### config.mk
export PLATFORM = sky130hd
export DESIGN_NAME = ser_tx_arbiter
export DESIGN_NICKNAME = d
export VERILOG_FILES = /design/src/rtl/ser_link_pkg.sv /design/src/rtl/ser_tx_arbiter_rr_pick.sv /design/src/rtl/ser_tx_arbiter.sv
export SDC_FILE = /design/constraint.sdc
export NUM_CORES = 1
export LEC_CHECK = 0
export CAP_MARGIN = 20
export CORE_UTILIZATION = 45
export DETAILED_ROUTE_END_ITERATION = 10
export PLACE_DENSITY = 0.74
export SYNTH_ARGS = -nofsm -noshare
export SYNTH_HDL_FRONTEND = slang
export SYNTH_SLANG_ARGS = --single-unit
export TNS_END_PERCENT = 100
### constraint.sdc
create_clock -name clk -period 5.1 [get_ports clk]
set_clock_uncertainty 0.05 [all_clocks]
set_input_delay 1.02 -clock clk [delete_from_list [all_inputs] [get_ports clk]]
set_output_delay 1.02 -clock clk [all_outputs]
set_load 0.03 [all_outputs]
### src/rtl/ser_link_pkg.sv
// Shared definitions for the framed serial link: FSM states, default word size
// and a width helper.
package ser_link_pkg;

  localparam int DEF_WORD_SIZE = 8;

  typedef enum logic [1:0] {
    ST_IDLE,
    ST_SHIFT,
    ST_GAP
  } link_state_t;

  // Minimum width of 1 so single-value counters and indices stay legal vectors.
  function automatic int clog2(input int n);
    int r;
    r = 0;
    while ((1 << r) < n) r++;
    return (r < 1) ? 1 : r;
  endfunction

endpackage

### src/rtl/ser_tx_arbiter_rr_pick.sv
// Combinational round-robin selector: the first set req strictly after ptr,
// wrapping around, wins.
module rr_pick
  import ser_link_pkg::*;
#(
  parameter  int NUM_REQ = 4,
  localparam int ID_W    = clog2(NUM_REQ)
) (
  input  logic [NUM_REQ-1:0] req,
  input  logic [ID_W-1:0]    ptr,
  output logic [NUM_REQ-1:0] win_oh,
  output logic [ID_W-1:0]    win_idx,
  output logic               any_req
);

  logic [ID_W-1:0] j;

  // Scan from the farthest offset down so the nearest candidate overwrites last.
  always_comb begin
    win_oh  = '0;
    win_idx = '0;
    any_req = |req;
    j       = '0;
    for (int k = NUM_REQ; k >= 1; k--) begin
      j = ID_W'((int'(ptr) + k) % NUM_REQ);
      if (req[j]) begin
        win_oh    = '0;
        win_oh[j] = 1'b1;
        win_idx   = j;
      end
    end
  end

endmodule

### src/rtl/ser_tx_arbiter.sv
// Round-robin arbiter that serialises one requester's word at a time, MSB first,
// with lsb_out marking the final bit of each word.
module ser_tx_arbiter
  import ser_link_pkg::*;
#(
  parameter  int WORD_SIZE = DEF_WORD_SIZE,
  parameter  int NUM_REQ   = 4,
  parameter  int GAP       = 0,
  localparam int ID_W      = clog2(NUM_REQ)
) (
  input  logic                         clk,
  input  logic                         reset,
  input  logic [NUM_REQ-1:0]           req,
  input  logic [NUM_REQ*WORD_SIZE-1:0] data,
  input  logic                         pause,
  output logic [NUM_REQ-1:0]           ack,
  output logic                         serial_out,
  output logic                         lsb_out,
  output logic                         active,
  output logic [ID_W-1:0]              grant_id
);

  localparam int BC_W = clog2(WORD_SIZE);
  localparam int GC_W = clog2(GAP + 1);
  localparam logic [BC_W-1:0] BIT_LAST = BC_W'(WORD_SIZE - 1);
  localparam logic [GC_W-1:0] GAP_LAST = GC_W'((GAP > 0) ? GAP - 1 : 0);

  if (WORD_SIZE < 2) begin : g_bad_word
    $error("ser_tx_arbiter: WORD_SIZE must be >= 2");
  end
  if (NUM_REQ < 2) begin : g_bad_req
    $error("ser_tx_arbiter: NUM_REQ must be >= 2");
  end

  link_state_t          state;
  logic [BC_W-1:0]      bit_cnt;
  logic [GC_W-1:0]      gap_cnt;
  logic [WORD_SIZE-1:0] shreg;
  logic [ID_W-1:0]      last_grant;

  logic [NUM_REQ-1:0]   win_oh;
  logic [ID_W-1:0]      win_idx;
  logic                 any_req;
  logic                 sample_pt;
  logic                 grant;
  logic [WORD_SIZE-1:0] win_word;

  rr_pick #(.NUM_REQ(NUM_REQ)) u_pick (
    .req     (req),
    .ptr     (last_grant),
    .win_oh  (win_oh),
    .win_idx (win_idx),
    .any_req (any_req)
  );

  always_comb begin
    case (state)
      ST_IDLE:  sample_pt = 1'b1;
      ST_SHIFT: sample_pt = (GAP == 0) && (bit_cnt == BIT_LAST);
      ST_GAP:   sample_pt = (gap_cnt == GAP_LAST);
      default:  sample_pt = 1'b1;
    endcase
  end

  assign grant    = sample_pt && !pause && any_req;
  assign win_word = data[int'(win_idx)*WORD_SIZE +: WORD_SIZE];

  // serial_out is a registered copy of shreg's MSB, so each shift forwards
  // the bit below the current MSB.
  always_ff @(posedge clk) begin
    if (reset) begin
      state      <= ST_IDLE;
      bit_cnt    <= '0;
      gap_cnt    <= '0;
      shreg      <= '0;
      last_grant <= ID_W'(NUM_REQ - 1);
      ack        <= '0;
      serial_out <= 1'b0;
      lsb_out    <= 1'b0;
      active     <= 1'b0;
      grant_id   <= '0;
    end else begin
      ack <= '0;
      if (grant) begin
        state      <= ST_SHIFT;
        bit_cnt    <= '0;
        gap_cnt    <= '0;
        shreg      <= win_word;
        last_grant <= win_idx;
        ack        <= win_oh;
        serial_out <= win_word[WORD_SIZE-1];
        lsb_out    <= 1'b0;
        active     <= 1'b1;
        grant_id   <= win_idx;
      end else begin
        case (state)
          ST_SHIFT: begin
            if (bit_cnt != BIT_LAST) begin
              bit_cnt    <= bit_cnt + 1'b1;
              shreg      <= shreg << 1;
              serial_out <= shreg[WORD_SIZE-2];
              lsb_out    <= ((bit_cnt + 1'b1) == BIT_LAST);
            end else begin
              state      <= (GAP > 0) ? ST_GAP : ST_IDLE;
              gap_cnt    <= '0;
              serial_out <= 1'b0;
              lsb_out    <= 1'b0;
              active     <= 1'b0;
              grant_id   <= '0;
            end
          end
          ST_GAP: begin
            if (gap_cnt != GAP_LAST) gap_cnt <= gap_cnt + 1'b1;
            else                     state   <= ST_IDLE;
          end
          default: state <= ST_IDLE;
        endcase
      end
    end
  end

endmodule

Word level (Yosys, flattened, before mapping)
Index checks and enable logic that the tools add are counted.

Flip-flop bits (word level): 24. Bits of input ports: 39.

Reductions and logical operators: 19. Mux-type cells: 43. Magnitude comparators: 8. $add $sub $neg: 6. Eq/ne operators: 10. Bitwise logic cells: 2. Shifts and indexed selects: 1.

Operator list (count): $shiftx A32 B6 Y8 (1); $mux W7 (3); $mux W1 (17); $mux W2 (8); $mux W4 (4); $lt A2 B3 Y1 const B (4); $reduce_and A2 Y1 (6); $ne A3 B3 Y1 const B (3); $bmux W1 S2 (4); $demux W1 S2 (4); $ge A2 B1 Y1 const B (4); $eq A3 B3 Y1 const B (2); $logic_and A1 B1 Y1 (6); $ne A2 B2 Y1 const B (3); $reduce_bool A2 Y1 (3); $add A2 B1 Y2 const B (2); $add A2 B2 Y2 const B (2); $pmux W1 S2 (2); $pmux W2 S2 (1); $reduce_or A2 Y1 (2); $reduce_or A4 Y1 (1); $add A3 B1 Y3 const B (1); $eq A2 B1 Y1 const B (1); $eq A2 B2 Y1 const B (1); other kinds (3) (4).

Depth between registers and ports, before layout
Gate-level depths: netlist of run 1.

Word-level depth: 9. Gate-level depth with buffers: 11. Depth with buffers taken out: 8.

Cells and area by module
Synthesis of run 1 repeated with hierarchy kept, for this count alone.

Cell total of the unflattened synthesis: 184. Area, all modules: 1671.6 um2.

Modules (own cells, without submodules): ser_tx_arbiter (instances 1, seq. area each 440.4 um2, area an instance 1187.4 um2, cells each 122); rr_pick (instances 1, seq. area each 0.0 um2, area an instance 484.2 um2, cells each 62).

Least setup slack after synthesis of run 1
No wires, ideal clock.

Path type: reg2reg. Start: register last_grant[0]. End: register shreg[2]. Data arrival time: 3117 ps. Library setup time: 114 ps. Slack: 1819 ps. Clock period less this slack: 3281 ps. Stages on the path, launching flop included: 12. Path buffers: 3. Data required time: 4936 ps. Cells stage by stage: dfxtp_1 -> buf_2 -> inv_1 -> clkbuf_1 -> ha_1 -> mux4_2 -> nor2b_1 -> o21ai_1 -> and2_4 -> buf_6 -> mux4_2 -> a21o_1.

Cells in the longest elaborated chain, start to end: 9. Elaborated cells between the ends (all ways): 18. Those cells by class: add/sub (4); shift (1); mux (13).

RTL lines: start, declared (line ser_tx_arbiter.sv:39) `logic [ID_W-1:0] last_grant;`; start signal, assigned (line ser_tx_arbiter.sv:76) `last_grant <= ID_W'(NUM_REQ - 1);`; start signal, assigned (line ser_tx_arbiter.sv:89) `last_grant <= win_idx;`; $add A2 B1 Y2 (line ser_tx_arbiter_rr_pick.sv:25) `j = ID_W'((int'(ptr) + k) % NUM_REQ);`; $bmux W1 S2 (line ser_tx_arbiter_rr_pick.sv:26) `if (req[j]) begin`; $mux W1 (not written as such) (line ser_tx_arbiter_rr_pick.sv:26); $mux W2 (3 in a row) (line ser_tx_arbiter_rr_pick.sv:26); $mux W2 * (line ser_tx_arbiter_rr_pick.sv:26); $shiftx A32 B6 Y8 * (line ser_tx_arbiter.sv:66) `assign win_word = data[int'(win_idx)*WORD_SIZE +: WORD_SIZE];`; $mux W7 * (line ser_tx_arbiter.sv:84) `if (grant) begin`; end signal, assigned (line ser_tx_arbiter.sv:88) `shreg <= win_word;`; end signal, assigned (line ser_tx_arbiter.sv:100) `shreg <= shreg << 1;`; end, declared (line ser_tx_arbiter.sv:38) `logic [WORD_SIZE-1:0] shreg;`.

Every way passes the cells marked *; elsewhere a longest branch is shown, timed or not. The select of a mux whose other input is x is not followed. A chain may end at the register's enable or synchronous reset.

Worst setup path after layout of run 1
Start: input req[3]. End: register shreg[4].

Cells in the longest elaborated chain, start to end: 8. Elaborated cells between the ends (all ways): 19. Those cells by class: shift (1); mux (13); reduce/logical (5).

RTL lines: start, declared (line ser_tx_arbiter.sv:13) `input logic [NUM_REQ-1:0] req,`; $bmux W1 S2 (line ser_tx_arbiter_rr_pick.sv:26); $mux W1 (not written as such) (line ser_tx_arbiter_rr_pick.sv:26); $mux W2 (4 in a row) (line ser_tx_arbiter_rr_pick.sv:26); $shiftx A32 B6 Y8 (line ser_tx_arbiter.sv:66); $mux W7 (line ser_tx_arbiter.sv:84).

Parallel ways exist; a longest one is shown, timed or not. The select of a mux whose other input is x is not followed.

==> summary.md, run 1 <==
| Metric | Value |
|---|---|
| Outcome | completed |
| Vias in the first global route | 1541 |
| CTS Buf Count | 3 |
| Post-synth EDFFs | 0 |
| Most frequent cell after synthesis | nand2_1 |
| Routed vias/inst | 5.86 |
| Share of cells above drive strength 1 | 9.09% |
| Leak pwr | 0.916 nW |
| Synth area leaders | dfxtp_1, mux4_2, ha_1 |
| Boundary Pins | 48 |
| Post-Syn Area | 1760 µm² |
| Syn nets | 252 |
| Power Total | 0.000612 W |
| Finish-stage setup viols | 0 |
| Antenna diode count | 0 |
| Fmax | 291 MHz |
| Crit path capture type | flop |
| Slew Viols, Final | 0 |
| DRT iter0 DRCs | 107 |
| FP Rows | 22 |
| Final period util | 67.3% |
| Tmin final | 3430 ps |
| GRT Util Overall | 21.1% |
| Mapped Cells | 202 |
| Design area | 2290 µm² |
| Core ar. | 3720 µm² |
| Cell taking the most area after synthesis | dfxtp_1 |
| Sequential area share after synthesis | 25.1% |
| X dimension of the die | 64.5 µm |
| Placement Cell Area | 2220 µm² |
| Number of port buffers | 47 |
| First-pass GRT wire length | 6910 µm |
| Largest net degree at the start of global routing | 22 |
| Crit path max fanout | 10 |
| Count of cell types in the netlist | 45 |
| Post-CTS Setup Inserts | 0 |
| DR vias | 1700 |
| Root buf cell | clkbuf_8 |
| # nets final | 293 |
| Slew HR | 50.7% |
| TritonCTS Sinks | 22 |
| Initial antenna violation count | 0 |
| Mapped Avg Cell Area | 8.70 µm² |
| Final setup TNS | 0 ps |
| Post-DP HPWL | 3170 µm |
| Synth Flop Type | dfxtp_1 |
| RSZ-0062 raised after global routing | no |
| Total grt overflow | 0 |
| Commonest cells in the netlist | nand2_1, dfxtp_1, a21oi_1 |
| Clock Tree Buf Depth | 2 |
| Gpl congestion | 0.817 |
| Skew-Pair Late Insertion Delay | 260 ps |
| CTS tree | yes |
| H-tree Lvls | 1 |
| Yosys warning count | 0 |
| Peak VDD IR | 0.000127 V |
| Critical path startpoint category | input pin |
| Power Dens Cells | 267 nW/µm² |
| Asr flop ratio synth | 0% |
| Total Wirelength | 4270 µm |
| Final hold vios | 0 |
| Die height | 64.5 µm |
| Drt wl/cell | 14.7 µm |
| Hold_buf cts | 0 |
| Required @ worst endpoint | 5220 ps |
| DRC Markers | 0 |
| Post-route ant nets | 0 |
| Layout area overhead | 30.3% |
| Crit path kind | in2reg |
| Worst-margin pin slew | 739 ps |
| Worst Hold Class | reg2reg |
| Clk pin slew, worst setup/hold paths | 90 ps |
| Starting Density | 47.3% |
| Arrival time worst endpoint | 3550 ps |
| Post-CTS sizing | 0 |
| Detailed Routing Iterations Pass 1 | 4 |
| Die area | 4160 µm² |
| Maxcap violations | 0 |
| Synth top area share | 25.1% |
| Seq cells post-synth | 22 |
[cell type report]
| cell class | count | area [µm²] |
|---|---|---|
| clock buffer | 3 | 41.3 |
| tap | 48 | 60.1 |
| sequential | 22 | 440 |
| inverter | 7 | 26.3 |
| timing repair buffer | 49 | 485 |
| clock inverter | 1 | 30.0 |
| multi-input combinational | 160 | 1210 |
| fill | 334 | 1430 |
[path summary, 6_finish.rpt]
check / from / endpoint / depth (start not counted) / slack, ps
setup reg to reg: last_grant[1] / shreg[4] / 8 / 1820
hold reg to reg: lsb_out / lsb_out / 2 / 440
setup / recovery: req[3] / shreg[4] / 7 / 1670
hold / removal: lsb_out / lsb_out / 2 / 440
[per-layer routing]
metal | wire, µm | part of all wire (%) | up-vias | global-route usage, %
met5 | 0 | 0 | - | 0
met4 | 27 | 0.63 | 0 | 5.56
met3 | 208 | 4.9 | 2 | 2.82
met2 | 2060 | 48 | 52 | 36.3
met1 | 1970 | 46 | 811 | 27.5
li1 | - | - | 835 | -
[worst max-delay path, stage by stage]
cell	delay, ps
clkdlybuf4s50_1	560
mux4_2	620
nor2b_1	200
o21ai_1	200
and2_4	270
mux4_2	510
a21o_1	180
[cell usage in the layout, fill, tap and decap left out, types with 2 or more instances in the layout]
master           netlist  routed
o21ai_0               12      12
a221o_1                7       7
inv_1                  6       6
a22oi_1                5       5
nand2_1               27      27
clkdlybuf4s50_1        0      47
nor2b_1                3       3
a211o_1                2       2
nand2b_1               5       5
o211ai_1               3       3
a21o_1                 5       5
buf_4                  1       2
mux2i_1                5       5
nor2_1                12      12
a21oi_1               16      16
mux4_2                 8       8
o22ai_1                2       2
ha_1                  11      11
o2111a_1               2       2
nand3_1               10      10
mux2_4                 2       2
clkbuf_8               0       3
dfxtp_1               22      22
nand3b_1               4       4
[sequential cells by signal, summed over array words and instances (netlist names)]
register,count
ack,4
lsb_out,1
last_grant,2
serial_out,1
active,1
state,1
bit_cnt,3
shreg,7
grant_id,2
[power by group]
group          switching, W  internal, W  total [W]
Combinational      0.000128     0.000120   0.000248
Sequential        0.0000107     0.000187   0.000198
Clock             0.0000615     0.000105   0.000166
Total              0.000200     0.000412   0.000612
[per-stage QoR]
| step | worst slack (ps) | std cells | utilization [%] | hold WS (ps) |
|---|---|---|---|---|
| final | 1670 | 290 | 61.6 | 435 |
| after global routing | 1540 | 290 | 61.6 | 469 |
| after CTS | 1660 | 290 | 61.6 | 440 |
| after detailed placement | 1370 | 286 | 59.7 | 427 |
| after global placement | 1420 | 286 | 59.7 | 413 |
| after floorplan | 1820 | 202 | - | 402 |
[cells by family (layout without fill, tap and decap cells)]
logic type	after synthesis	after routing	share of synthesized area, %
simple gates	67	67	18.6
compound gates	66	66	26.8
flops	22	22	25.1
buf+inv	20	60	6.26
mux	16	16	15.4
fa+ha+maj	11	11	7.83
(Power assumes the default switching activity.)
==> run 2, diff against run 1 <==
--- a/config.mk
+++ b/config.mk
@@ -6,9 +6,9 @@
 export NUM_CORES = 1
 export LEC_CHECK = 0
 export CAP_MARGIN = 20
-export CORE_UTILIZATION = 45
+export CORE_UTILIZATION = 44
 export DETAILED_ROUTE_END_ITERATION = 10
-export PLACE_DENSITY = 0.74
+export PLACE_DENSITY = 0.76
 export SYNTH_ARGS = -nofsm -noshare
 export SYNTH_HDL_FRONTEND = slang
 export SYNTH_SLANG_ARGS = --single-unit
==> constraint.sdc (replaced) <==
create_clock -name clk -period 2.9 [get_ports clk]
set_clock_uncertainty 0.05 [all_clocks]
set_input_delay 0.58 -clock clk [delete_from_list [all_inputs] [get_ports clk]]
set_output_delay 0.58 -clock clk [all_outputs]
set_load 0.03 [all_outputs]
==> run 2 against run 1 <==
- sequential power up 76%
- total power is 79% higher
- die area up 2.2%
- flip-flop and latch count unchanged
- wire length is 4.9% higher
- clock power is 53% higher
- cell count is 6.6% higher
- largest power group unchanged
==> summary.md, run 2 (synthesis gave the netlist of run 1 again) <==
| Metric | Value |
|---|---|
| Outcome | completed |
| CTS tree | yes |
| CTS Buf Count | 3 |
| Slew Viols, Final | 0 |
| Gpl congestion | 0.848 |
| Crit path kind | in2reg |
| Total grt overflow | 0 |
| Peak VDD IR | 0.000265 V |
| Die height | 65.2 µm |
| Worst-margin pin slew | 501 ps |
| X dimension of the die | 65.2 µm |
| First-pass GRT wire length | 7450 µm |
| Share of cells above drive strength 1 | 16.5% |
| Int Pwr | 0.000735 W |
| Critical path startpoint category | input pin |
| Final period util | 94.8% |
| Most frequent cells in the layout | clkdlybuf4s50_1, nand2_1, dfxtp_1, buf_4, a21oi_1 |
| Clock power share | 23.1% |
| Final setup TNS | 0 ps |
| Root buf cell | clkbuf_8 |
| Psw | 0.000363 W |
| Placement Cell Area | 2380 µm² |
| Post-CTS sizing | 0 |
| Slew HR | 66.6% |
| Max FFs per register | 7 |
| Core ar. | 3740 µm² |
| Power Dens Cells | 449 nW/µm² |
| Largest register by flop count | shreg |
| Design area | 2440 µm² |
| Largest net degree at the start of global routing | 19 |
| RSZ-0062 raised after global routing | no |
| Clk pin slew, worst setup/hold paths | 80 ps |
| Arrival time worst endpoint | 2870 ps |
| Antenna diode count | 0 |
| Post-DP HPWL | 3510 µm |
| Post-CTS Setup Inserts | 0 |
| DRT iter0 DRCs | 108 |
| Vias in the first global route | 1639 |
| Maxcap violations | 0 |
| GRT Util Overall | 22.5% |
| DRC Markers | 0 |
| Boundary Pins | 48 |
| Skew-Pair Late Insertion Delay | 270 ps |
| Placed insts | 305 |
| Fill cells | 334 |
| Fmax | 364 MHz |
| Layout Cells excl Fill | 309 |
| Final hold vios | 0 |
| Die area | 4250 µm² |
| Detailed Routing Iterations Pass 1 | 4 |
| Post-route ant nets | 0 |
| Cells on worst reg2reg path | 8 |
| Worst Hold Class | reg2reg |
| Routed vias/inst | 5.73 |
| Crit path max fanout | 7 |
| Hold_buf cts | 0 |
| Finish-stage setup viols | 0 |
| Hold Crit Depth | 2 |
| Total Wirelength | 4480 µm |
| H-tree Lvls | 1 |
| Most common cell after layout, fill and taps aside | clkdlybuf4s50_1 |
| Logic pwr share | 45.2% |
| Power Total | 0.00110 W |
| TritonCTS Sinks | 22 |
| Layout area overhead | 39.1% |
| Sequential fraction of design power | 31.7% |
| # nets final | 312 |
| Clock Tree Buf Depth | 2 |
| DR vias | 1772 |
| Crit path capture type | flop |
| FP Rows | 22 |
| Starting Density | 47.0% |
| Required @ worst endpoint | 3020 ps |
| Initial antenna violation count | 0 |
| Largest registers | shreg: 7 flops, ack: 4 flops, bit_cnt: 3 flops |
| Number of port buffers | 47 |
| Drt wl/cell | 14.5 µm |
| Leak pwr | 1.00 nW |
| Net Sw Frac | 33.0% |
| Tmin final | 2750 ps |
## run 2: stage by stage
step | utilization (%) | hold slack [ps] | setup slack, ps
CTS | 65.3 | 427 | 158
detailed placement | 63.5 | 413 | -130
global placement | 63.5 | 410 | -80.0
global route | 65.3 | 449 | 64.1
finish | 65.3 | 427 | 152
floorplan | - | 402 | 16.8
## run 2: per-layer routing
| layer | share of wire [%] | wire length (µm) | global-route usage (%) |
|---|---|---|---|
| met1 | 46 | 2060 | 29.8 |
| met4 | 0.94 | 42 | 6.79 |
| met5 | 0 | 0 | 0 |
| met2 | 47 | 2120 | 36.6 |
| met3 | 5.9 | 263 | 4.51 |
## run 2: worst paths after layout
kind,startpoint,slack [ps],end
hold reg to reg,bit_cnt[2],430,bit_cnt[2]
hold / removal,bit_cnt[2],430,bit_cnt[2]
setup / recovery,req[0],150,shreg[6]
setup reg to reg,last_grant[0],290,shreg[6]
## run 2: worst max-delay path, cell delays in order
cell and delay [ps]:
clkdlybuf4s50_1 480, mux4_2 500, nor2b_1 170, o21ai_1 170
and2_4 260, mux4_2 520, a21o_1 190
## run 2: cell type report
type / count / area [µm²] / share of cell area [%]
Multi-Input combinational cell: 160 / 1220 / 49.9
Timing Repair Buffer: 68 / 628 / 25.7
Sequential cell: 22 / 444 / 18.2
Clock buffer: 4 / 66.3 / 2.71
Tap cell: 48 / 60.1 / 2.46
Inverter: 7 / 26.3 / 1.07
## run 2: power by group through the flow
stage,Sequential [W],Clock [W],Combinational [W]
global route,0.000352,0.000270,0.000539
detailed placement,0.000355,0,0.000491
CTS,0.000348,0.000258,0.000494
finish,0.000348,0.000254,0.000496
global placement,0.000354,0,0.000481
floorplan,0.000368,0,0.000315
